--- config.mk ---
export PLATFORM = sky130hd
export DESIGN_NAME = sram_dp_arbiter
export DESIGN_NICKNAME = d
export VERILOG_FILES = /design/src/rtl/sram_arb_pkg.sv /design/src/rtl/rr_arbiter.sv /design/src/rtl/sram_dp_arbiter.sv
export SDC_FILE = /design/constraint.sdc
export NUM_CORES = 1
export LEC_CHECK = 0
export CAP_MARGIN = 20
export CORE_AREA = 2 2 259 261
export DETAILED_ROUTE_END_ITERATION = 10
export DIE_AREA = 0 0 261 263
export GPL_TIMING_DRIVEN = 0
export SLEW_MARGIN = 30
export SYNTH_ARGS = -nofsm -noshare
export SYNTH_HDL_FRONTEND = slang
export SYNTH_HIERARCHICAL = 1
export SYNTH_SLANG_ARGS = --single-unit
--- constraint.sdc ---
create_clock -name clk -period 9.19 [get_ports clk]
set_input_delay 1.838 -clock clk [delete_from_list [all_inputs] [get_ports clk]]
set_output_delay 1.838 -clock clk [all_outputs]
set_load 0.05 [all_outputs]
--- src/rtl/sram_arb_pkg.sv ---
// Shared types and defaults for the dual-port SRAM arbiter.
// Provides default geometry and EMA settings, the request bundle seen by DMA
// channel engines, and the response tag that travels alongside each read.
package sram_arb_pkg;

  localparam int         ADDR_W_DEF = 8;
  localparam int         DATA_W_DEF = 64;
  localparam logic [2:0] EMA_DEF    = 3'b011;
  localparam logic [1:0] EMAW_DEF   = 2'b01;

  // Widest requester id the arbiter supports (up to 8 requesters).
  localparam int         NREQ_MAX   = 8;
  localparam int         ID_W       = 3;

  // One requester's command at the default geometry.
  typedef struct packed {
    logic                  we;
    logic [ADDR_W_DEF-1:0] addr;
    logic [DATA_W_DEF-1:0] wdata;
  } req_t;

  // Read-return tag: marks an in-flight read and who issued it.
  typedef struct packed {
    logic            valid;
    logic [ID_W-1:0] id;
  } tag_t;

  // True when the tag carries a live read belonging to requester idx.
  function automatic logic tag_hit(input tag_t t, input int idx);
    return t.valid && (t.id == ID_W'(idx));
  endfunction

endpackage

--- src/rtl/rr_arbiter.sv ---
// Round-robin arbiter with a registered start pointer.
// The search starts at ptr and wraps; eligible = req & mask. When advance is
// high the pointer moves to one past the granted requester, otherwise it holds.
module rr_arbiter #(
  parameter int NREQ = 4,
  parameter int IDW  = $clog2(NREQ)
) (
  input  logic            clk,
  input  logic            rst_n,
  input  logic [NREQ-1:0] req,
  input  logic [NREQ-1:0] mask,
  input  logic            advance,
  output logic [NREQ-1:0] grant,
  output logic [IDW-1:0]  grant_id,
  output logic            grant_any
);

  logic [IDW-1:0]  ptr;
  logic [NREQ-1:0] eligible;

  assign eligible = req & mask;

  // Pick the first eligible requester at or after ptr, wrapping modulo NREQ.
  always_comb begin
    logic [IDW:0]   sum;
    logic [IDW-1:0] idx;
    sum       = '0;
    idx       = '0;
    grant     = '0;
    grant_id  = '0;
    grant_any = 1'b0;
    for (int off = 0; off < NREQ; off++) begin
      sum = {1'b0, ptr} + (IDW+1)'(off);
      if (sum >= (IDW+1)'(NREQ)) begin
        sum = sum - (IDW+1)'(NREQ);
      end
      idx = sum[IDW-1:0];
      if (!grant_any && eligible[idx]) begin
        grant[idx] = 1'b1;
        grant_id   = idx;
        grant_any  = 1'b1;
      end
    end
  end

  // Move the pointer one past an accepted grant so the winner goes to the back.
  always_ff @(posedge clk or negedge rst_n) begin
    if (!rst_n) begin
      ptr <= '0;
    end else if (advance) begin
      ptr <= (grant_id == IDW'(NREQ-1)) ? '0 : grant_id + 1'b1;
    end
  end

endmodule

--- src/rtl/sram_dp_arbiter.sv ---
// Dual-port SRAM arbiter: shares one 256x64 dual-port macro among NREQ DMA
// requesters with one round-robin arbiter per port. Grants are combinational,
// macro pins are registered, and read data returns two cycles after the grant
// through a per-port tag pipe. When both ports return reads in the same cycle
// the B word is held for one extra cycle on the shared response bus.
// Optional build macro SRAM_ARB_PERF_EN adds the perf_grant_cnt and
// perf_coll_cnt counter outputs.
module sram_dp_arbiter
  import sram_arb_pkg::*;
#(
  parameter int         NREQ   = 4,
  parameter int         ADDR_W = ADDR_W_DEF,
  parameter int         DATA_W = DATA_W_DEF,
  parameter logic [2:0] EMA    = EMA_DEF,
  parameter logic [1:0] EMAW   = EMAW_DEF
) (
  input  logic                   clk,
  input  logic                   rst_n,
  input  logic [NREQ-1:0]        req_valid,
  output logic [NREQ-1:0]        req_ready,
  input  logic [NREQ-1:0]        req_we,
  input  logic [NREQ*ADDR_W-1:0] req_addr,
  input  logic [NREQ*DATA_W-1:0] req_wdata,
  output logic [NREQ-1:0]        rsp_valid,
  output logic [DATA_W-1:0]      rsp_rdata,
  output logic                   sram_cen_a,
  output logic                   sram_cen_b,
  output logic                   sram_wen_a,
  output logic                   sram_wen_b,
  output logic [ADDR_W-1:0]      sram_a_a,
  output logic [ADDR_W-1:0]      sram_a_b,
  output logic [DATA_W-1:0]      sram_d_a,
  output logic [DATA_W-1:0]      sram_d_b,
  input  logic [DATA_W-1:0]      sram_q_a,
  input  logic [DATA_W-1:0]      sram_q_b,
  output logic                   sram_tena,
  output logic                   sram_tenb,
  output logic                   sram_ret1n,
  output logic                   sram_sea,
  output logic                   sram_seb,
  output logic                   sram_dftrambyp,
  output logic                   sram_colldisn,
  output logic [2:0]             sram_emaa,
  output logic [2:0]             sram_emab,
  output logic [1:0]             sram_emawa,
  output logic [1:0]             sram_emawb
`ifdef SRAM_ARB_PERF_EN
  ,
  output logic [31:0]            perf_grant_cnt,
  output logic [31:0]            perf_coll_cnt
`endif
);

  localparam int IDW = $clog2(NREQ);

  // Test and DFT pins are tied to functional mode.
  assign sram_tena      = 1'b1;
  assign sram_tenb      = 1'b1;
  assign sram_ret1n     = 1'b1;
  assign sram_sea       = 1'b0;
  assign sram_seb       = 1'b0;
  assign sram_dftrambyp = 1'b0;
  assign sram_colldisn  = 1'b1;
  assign sram_emaa      = EMA;
  assign sram_emab      = EMA;
  assign sram_emawa     = EMAW;
  assign sram_emawb     = EMAW;

  tag_t tag1_a, tag2_a, tag1_b, tag2_b, hold_tag;
  logic [DATA_W-1:0] hold_data;

  logic [NREQ-1:0] eligible, mask_a, mask_b;
  logic [NREQ-1:0] grant_a, grant_b;
  logic [IDW-1:0]  id_a, id_b;
  logic            any_a, any_b, b_take, collision, hold_hazard;

  logic              we_a, we_b;
  logic [ADDR_W-1:0] addr_a, addr_b;
  logic [DATA_W-1:0] wdata_a, wdata_b;

  // Two reads in stage 1 on both ports means the B word will be held two
  // cycles from now; a read granted now would return into that held slot,
  // so reads sit out this one cycle while writes may still proceed.
  assign hold_hazard = tag1_a.valid & tag1_b.valid;
  assign eligible    = hold_hazard ? req_we : '1;
  assign mask_a      = eligible;
  assign mask_b      = eligible & ~grant_a;

  rr_arbiter #(.NREQ(NREQ), .IDW(IDW)) u_arb_a (
    .clk       (clk),
    .rst_n     (rst_n),
    .req       (req_valid),
    .mask      (mask_a),
    .advance   (any_a),
    .grant     (grant_a),
    .grant_id  (id_a),
    .grant_any (any_a)
  );

  rr_arbiter #(.NREQ(NREQ), .IDW(IDW)) u_arb_b (
    .clk       (clk),
    .rst_n     (rst_n),
    .req       (req_valid),
    .mask      (mask_b),
    .advance   (b_take),
    .grant     (grant_b),
    .grant_id  (id_b),
    .grant_any (any_b)
  );

  // Steer the winning requester's command fields onto each port.
  always_comb begin
    we_a    = 1'b0;
    we_b    = 1'b0;
    addr_a  = '0;
    addr_b  = '0;
    wdata_a = '0;
    wdata_b = '0;
    for (int i = 0; i < NREQ; i++) begin
      if (id_a == IDW'(i)) begin
        we_a    = req_we[i];
        addr_a  = req_addr[i*ADDR_W +: ADDR_W];
        wdata_a = req_wdata[i*DATA_W +: DATA_W];
      end
      if (id_b == IDW'(i)) begin
        we_b    = req_we[i];
        addr_b  = req_addr[i*ADDR_W +: ADDR_W];
        wdata_b = req_wdata[i*DATA_W +: DATA_W];
      end
    end
  end

  // Same address on both ports with any write is unsafe; B yields and retries.
  assign collision = any_a & any_b & (addr_a == addr_b) & (we_a | we_b);
  assign b_take    = any_b & ~collision;
  assign req_ready = grant_a | (b_take ? grant_b : '0);

  // Port A macro pins: load the accepted command, idle with CEN/WEN high.
  always_ff @(posedge clk or negedge rst_n) begin
    if (!rst_n) begin
      sram_cen_a <= 1'b1;
      sram_wen_a <= 1'b1;
      sram_a_a   <= '0;
      sram_d_a   <= '0;
    end else begin
      sram_cen_a <= ~any_a;
      sram_wen_a <= ~(any_a & we_a);
      if (any_a) begin
        sram_a_a <= addr_a;
        if (we_a) begin
          sram_d_a <= wdata_a;
        end
      end
    end
  end

  // Port B macro pins: same as A but only for a grant that survived collision.
  always_ff @(posedge clk or negedge rst_n) begin
    if (!rst_n) begin
      sram_cen_b <= 1'b1;
      sram_wen_b <= 1'b1;
      sram_a_b   <= '0;
      sram_d_b   <= '0;
    end else begin
      sram_cen_b <= ~b_take;
      sram_wen_b <= ~(b_take & we_b);
      if (b_take) begin
        sram_a_b <= addr_b;
        if (we_b) begin
          sram_d_b <= wdata_b;
        end
      end
    end
  end

  // Read tag pipes: stage 1 rides with the macro access, stage 2 with its Q.
  always_ff @(posedge clk or negedge rst_n) begin
    if (!rst_n) begin
      tag1_a <= '0;
      tag2_a <= '0;
      tag1_b <= '0;
      tag2_b <= '0;
    end else begin
      tag1_a <= '{valid: any_a & ~we_a, id: ID_W'(id_a)};
      tag1_b <= '{valid: b_take & ~we_b, id: ID_W'(id_b)};
      tag2_a <= tag1_a;
      tag2_b <= tag1_b;
    end
  end

  // Park the B word for one cycle when both ports return together.
  always_ff @(posedge clk or negedge rst_n) begin
    if (!rst_n) begin
      hold_tag  <= '0;
      hold_data <= '0;
    end else begin
      hold_tag <= '{valid: tag2_a.valid & tag2_b.valid, id: tag2_b.id};
      if (tag2_a.valid && tag2_b.valid) begin
        hold_data <= sram_q_b;
      end
    end
  end

  // Response bus: flag every returning requester; A's word wins the data bus,
  // and the B requester's bit stays up through the cycle its held word shows.
  always_comb begin
    rsp_valid = '0;
    rsp_rdata = '0;
    for (int i = 0; i < NREQ; i++) begin
      if (tag_hit(tag2_a, i) || tag_hit(tag2_b, i) || tag_hit(hold_tag, i)) begin
        rsp_valid[i] = 1'b1;
      end
    end
    if (hold_tag.valid) begin
      rsp_rdata = hold_data;
    end else if (tag2_a.valid) begin
      rsp_rdata = sram_q_a;
    end else if (tag2_b.valid) begin
      rsp_rdata = sram_q_b;
    end
  end

`ifdef SRAM_ARB_PERF_EN
  // Count accepted requests and B grants lost to address collisions.
  always_ff @(posedge clk or negedge rst_n) begin
    if (!rst_n) begin
      perf_grant_cnt <= '0;
      perf_coll_cnt  <= '0;
    end else begin
      perf_grant_cnt <= perf_grant_cnt + 32'(any_a) + 32'(b_take);
      perf_coll_cnt  <= perf_coll_cnt + 32'(collision);
    end
  end
`endif

endmodule

==> impl_metrics.py, run 1 <==
metrics = {
    "placed_design": {
        "hpwl_microns": 54800,
        "dp.cells": 2855,
        "io_buffers": 645,
        "gp_congestion": 0.920,
        "dp_slack_ns": -1.00,
    },
    "synthesis": {
        "synth_edf_count": 0,
        "synth_top_area_frac": 0.366,
        "synthCells": 1328,
        "yosysMostFrequentCell": "dfrtp_1",
        "synth.distinct_cells": 63,
        "synthTopCellsByArea": "dfrtp_1 37%, mux4_2 22%, mux2_2 9.9%",
        "ys_seq_area_frac": 0.373,
        "ys_ff_latch": 231,
        "synth_async_sr_flop_share": 1.00,
        "syn_area_sq_um": 15500,
        "yosys_warnings": 6,
        "synthTopCellsByCount": "227 x dfrtp_1, 165 x nand2_1, 149 x mux4_2, 136 x mux2_2, 72 x and2_1",
        "synthFlopType": "dfrtp_1",
        "syn_avg_cell_area_sq_um": 11.7,
        "yosys.area.top_type": "dfrtp_1",
    },
    "grt": {
        "grt_use_total": 0.193,
        "grt_pass1_vias": 15500,
        "grt_overflow": 0,
        "grt_pass1_wl_microns": 99800,
        "antenna_found_initial": 4,
        "grt_max_degree": 80,
    },
    "layout": {
        "final_core_util": 0.372,
        "finalNetCount": 2471,
        "n_fill_cell": 6406,
        "drive_gt1_frac": 0.226,
        "syn_to_final_growth_pct": 57.4,
        "instances_no_fill": 2918,
    },
    "timing": {
        "slew_violations": 0,
        "min_period_over_period": 0.986,
        "timing.final.ws_setup_ns": 0.131,
        "skew_ns": 0.0140,
        "layout_min_cycle_time_ns": 9.06,
        "setup_viol": 0,
        "fmax_mhz": 110,
        "relSlewSlack": 0.322,
        "max_slew.worst_pin.slew_ns": 1.02,
        "hold_viol_final": 0,
        "finalSetupTns_ns": 0,
    },
    "cts": {
        "cts_buffer_depth": 3,
        "htree_num_levels": 1,
        "cts.clk_slew.worst_paths_ns": 0.06,
        "cts_tree": "built",
        "clock-sinks": 231,
        "cts_made_buffers": 30,
        "cts_root_buffer": "clkbuf_16",
        "clock_latency_ns": 0.58,
    },
    "floorplanning": {
        "die_w_microns": 261,
        "io-pin-count": 663,
        "fp.dieArea_sq_um": 68600,
        "core_sq_um": 65600,
        "start_util": 0.236,
        "num_rows": 94,
        "die_h_microns": 263,
    },
    "setup_path": {
        "crit_type": "primary input to primary output",
        "cp_max_fo": 14,
        "worstPathArrival_ns": 7.22,
        "startpoint_type": "primary input",
        "endpoint_kind": "primary output",
        "cp.required_ns": 7.35,
    },
    "drt": {
        "drt_pass1_iterations": 5,
        "drcViolationCount": 0,
        "drtIter0Drc": 680,
        "wire_per_inst_microns": 23.7,
        "vias": 14700,
        "drtAntennaViolNets": 0,
        "wirelength_microns": 69100,
        "vias_per_cell": 5.03,
    },
    "min_path": {
        "hold_path_class": "register to register",
    },
    "status": {
        "outcome": "finished clean",
    },
    "flow_run": {
        "max_cap_violations": 0,
    },
}
## kinds of logic after synthesis
family                     count (synthesis)  share of synthesized area
xor gates and xnor gates                   8                    0.00452
buffers and inverters                    156                     0.0487
AOI/OAI and AO/OA                        315                      0.138
adders and majority gates                 16                     0.0129
other                                      2                   0.000484
and+or+nand+nor                          303                     0.0967
DFF                                      231                      0.373
muxes                                    297                      0.325
## metal layers
| metal | vias to the layer above | track usage | part of all wire | routed length, microns |
|---|---|---|---|---|
| met4 | 6 | 0.0547 | 0.028 | 1910 |
| met3 | 98 | 0.0506 | 0.082 | 5670 |
| met2 | 666 | 0.360 | 0.53 | 36500 |
| met5 | - | 0 | 0.00059 | 41 |
| li1 | 6496 | - | - | - |
| met1 | 7421 | 0.212 | 0.36 | 24900 |
## through the flow
stage	hold WS [ns]	area, sq um
after floorplan	0.331	15600
after global placement	0.337	23100
after detailed placement	0.339	23200
after CTS	0.353	24300
after global routing	0.366	24400
final	0.353	24400
## worst paths after layout
kind	from	end	slack, ns	cells after the start
min in group asynchronous	rst_n	hold_data[50]$_DFFE_PN0P_	1.14	1
hold reg to reg	tag1_a[1]$_DFF_PN0_	tag2_a[1]$_DFF_PN0_	0.35	0
max in group asynchronous	rst_n	sram_d_b[56]$_DFFE_PN0P_	6.98	3
setup / recovery	req_we[3]	req_ready[1]	0.13	21
setup reg to reg	register	sram_d_b[59]$_DFFE_PN0P_	3.10	21
hold / removal	tag1_a[1]$_DFF_PN0_	tag2_a[1]$_DFF_PN0_	0.35	0
## layout make-up
class,instances,area (sq um),area share
diodes,1,2.50,0.000103
clock inverters,14,163,0.00667
clock buffers,42,897,0.0368
plain buffers,141,712,0.0292
inverters,14,56.3,0.00231
well taps,864,1080,0.0443
flip-flops and latches,231,5790,0.237
multi-input cells,956,9100,0.373
repair buffers,655,6600,0.270
## layout by cell type (no fill, tap or decap), drive strengths merged, types with 9 or more instances in the layout
cell | netlist | routed
a21oi | 9 | 9
a22oi | 64 | 64
a41oi | 64 | 64
and2 | 74 | 74
buf | 77 | 89
clkbuf | 65 | 109
clkdlybuf4s50 | 0 | 640
clkinv | 0 | 9
conb | 2 | 17
dfrtp | 227 | 227
ha | 16 | 16
inv | 14 | 14
mux2 | 144 | 144
mux4 | 150 | 150
nand2 | 165 | 165
nand3 | 13 | 13
nor2 | 9 | 9
nor3 | 10 | 10
o21ai | 139 | 139
## state kept, by name (all words and copies together) (netlist names), named ones only
signal and cells:
hold_tag 3, sram_cen_a 1, u_arb_a/ptr 1, tag1_a 3, sram_a_a 8, tag1_b 3
hold_data 64, tag2_b 3, tag2_a 3, u_arb_b/ptr 1, sram_d_a 64, sram_wen_b 1
sram_wen_a 1, sram_d_b 64, sram_a_b 8, sram_cen_b 1
## worst max-delay path: stages
cell	delay, ns
clkdlybuf4s50_1	0.43
or2_2	0.34
and2_4	0.15
buf_6	0.12
mux4_1	0.50
and3_1	0.24
a222oi_1	0.26
nand2_1	0.21
nor2b_4	0.22
and2_2	0.23
a221oi_2	0.09
or2_2	0.32
o21a_4	0.27
buf_12	0.16
mux4_2	0.50
xor2_2	0.24
nor4_4	0.37
a31oi_4	0.13
buf_6	0.18
a21o_1	0.19
buf_2	0.21
## repair_timing
| item | 4_1_cts | 5_1_grt |
|---|---|---|
| buffers inserted | 2 | 4 |
| setup endpoints to repair | 4 | 4 |
| gates resized for setup | 25 | 19 |
| gates cloned | 0 | 1 |
| pin swaps | 1 | 7 |
| hold buffers | 0 | 0 |
Power of run 1 is left out: the tool's default activity adds up to more than one toggle a clock period on the data nets, which glitch-free logic cannot reach.
==> run 2: changes to the inputs <==
--- a/config.mk
+++ b/config.mk
@@ -10,7 +10,7 @@
 export DETAILED_ROUTE_END_ITERATION = 10
 export DIE_AREA = 0 0 261 263
 export GPL_TIMING_DRIVEN = 0
-export SLEW_MARGIN = 30
+export SLEW_MARGIN = 10
 export SYNTH_ARGS = -nofsm -noshare
 export SYNTH_HDL_FRONTEND = slang
 export SYNTH_HIERARCHICAL = 1
==> impl_metrics.py, run 2 (synthesis gave the netlist of run 1 again) <==
metrics = {
    "setup_path": {
        "cpMostUsedCell": "or2_2",
        "r2r-end": "sram_d_b[46]$_DFFE_PN0P_",
        "cp_max_fo": 14,
        "cp_num_cells": 21,
        "worstPathArrival_ns": 7.17,
        "path_buf_inv": 5,
        "startpoint_type": "primary input",
        "crit_type": "primary input to primary output",
        "cp.required_ns": 7.35,
        "endpoint_kind": "primary output",
        "slowest_delay_ns": 0.49,
        "critical-path-slowest-cell": "mux4_2",
        "crit_chain": "clkdlybuf4s50_1 -> or2_2 -> and2_4 -> buf_6 -> mux4_1 -> and3_1 -> a222oi_1 -> nand2_1 -> nor2b_4 -> and2_2 -> a221oi_2 -> or2_2 -> o21a_4 -> buf_12 -> mux4_2 -> xor2_2 -> nor4_4 -> a31oi_4 -> buf_8 -> a21o_1 -> buf_4",
        "reg2reg_depth": 18,
        "path_delay_family": "simple AND/OR/NAND/NOR gates",
        "reg2reg_slack_ns": 3.02,
    },
    "drt": {
        "drcViolationCount": 0,
        "vias": 14600,
        "wirelength_microns": 68900,
        "drt_pass1_iterations": 5,
        "wire_per_inst_microns": 23.6,
        "drtAntennaViolNets": 0,
        "drtIter0Drc": 715,
        "vias_per_cell": 5.01,
    },
    "layout": {
        "mostFrequentLayoutCell": "clkdlybuf4s50_1",
        "final_core_util": 0.371,
        "syn_to_final_growth_pct": 57.0,
        "finalNetCount": 2470,
        "final_cell_mix": "640 x clkdlybuf4s50_1, 227 x dfrtp_1, 164 x nand2_1",
        "drive_gt1_frac": 0.221,
        "top_regs": "hold_data x64, sram_d_a x64, sram_d_b x64",
    },
    "timing": {
        "skew_ns": 0.0101,
        "fmax_mhz": 111,
        "layout_min_cycle_time_ns": 9.01,
        "max_slew.worst_pin.slew_ns": 1.08,
        "relSlewSlack": 0.277,
        "rsz0062_at_grt": "true",
        "hold_viol_final": 0,
        "finalSetupTns_ns": 0,
        "setup_viol": 0,
        "min_period_over_period": 0.980,
        "slew_violations": 0,
    },
    "cts": {
        "htree_num_levels": 1,
        "hold_buffers": 0,
        "clock_latency_ns": 0.58,
        "cts_buffer_depth": 3,
        "cts_tree": "built",
        "cts_root_buffer": "clkbuf_16",
        "cts_made_buffers": 30,
        "clock-sinks": 231,
        "cts.clk_slew.worst_paths_ns": 0.06,
    },
    "grt": {
        "grt_use_total": 0.192,
        "grt_max_degree": 102,
        "busiest_layer": "met2",
        "use_met2": 0.351,
        "antenna_found_initial": 5,
        "grt_pass1_vias": 15600,
        "met1_usage": 0.214,
        "grtUsageMet3": 0.0485,
        "grt_overflow": 0,
        "grt_pass1_wl_microns": 99600,
    },
    "floorplanning": {
        "die_w_microns": 261,
        "num_rows": 94,
        "start_util": 0.236,
        "fp.dieArea_sq_um": 68600,
        "core_sq_um": 65600,
        "io-pin-count": 663,
        "die_h_microns": 263,
    },
    "placed_design": {
        "io_buffers": 645,
        "hpwl_microns": 54600,
        "gp_congestion": 0.920,
    },
    "flow_run": {
        "max_cap_violations": 0,
    },
    "status": {
        "outcome": "finished clean",
    },
    "min_path": {
        "min_from": "tag1_b[1]$_DFF_PN0_",
        "holdPathEnd": "tag2_b[1]$_DFF_PN0_",
        "hold_path_depth": 0,
        "hold_path_class": "register to register",
    },
}
run 2: metal layers:
metal  vias to the layer above  share of wire
li1                       6499              -
met1                      7365           0.37
met2                       638           0.52
met3                       109          0.079
met4                         4          0.033
met5                         -        0.00039
run 2: final cells by class:
cell class,instances,area [sq um]
Antenna cell,4,10.0
Buffer,141,711
Clock buffer,43,871
Clock inverter,13,149
Fill cell,6416,41300
Inverter,14,56.3
Multi-Input combinational cell,956,9100
Sequential cell,231,5790
Tap cell,864,1080
Timing Repair Buffer,654,6580
run 2: timing repair:
action	CTS	global route
pin swaps	1	6
setup endpoints to repair	4	4
gates cloned	0	1
setup buffers	2	4
gates resized for setup	25	26
hold endpoints to repair	0	0
run 2: through the flow:
| stage | hold WS, ns | instances | worst slack (ns) | instance area (sq um) |
|---|---|---|---|---|
| after floorplan | 0.331 | 1343 | 1.02 | 15600 |
| after global placement | 0.337 | 2852 | -4.39 | 23100 |
| after detailed placement | 0.335 | 2854 | -0.997 | 23200 |
| after CTS | 0.343 | 2911 | -0.0408 | 24200 |
| after global routing | 0.360 | 2918 | -0.0310 | 24300 |
| final | 0.347 | 2920 | 0.182 | 24300 |
run 2: worst max-delay path by stage:
stage                    from                       to  slack, ns
finish              req_we[3]             req_ready[1]       0.18
global route        req_we[3]             req_ready[2]      -0.03
CTS                 req_we[3]             req_ready[2]      -0.04
detailed placement  req_we[3]             req_ready[1]       -1.0
global placement        rst_n  sram_a_a[3]$_DFFE_PN0P_      -4.39
floorplan           req_we[3]             req_ready[0]       1.02
Power of run 2 is left out for the same reason.
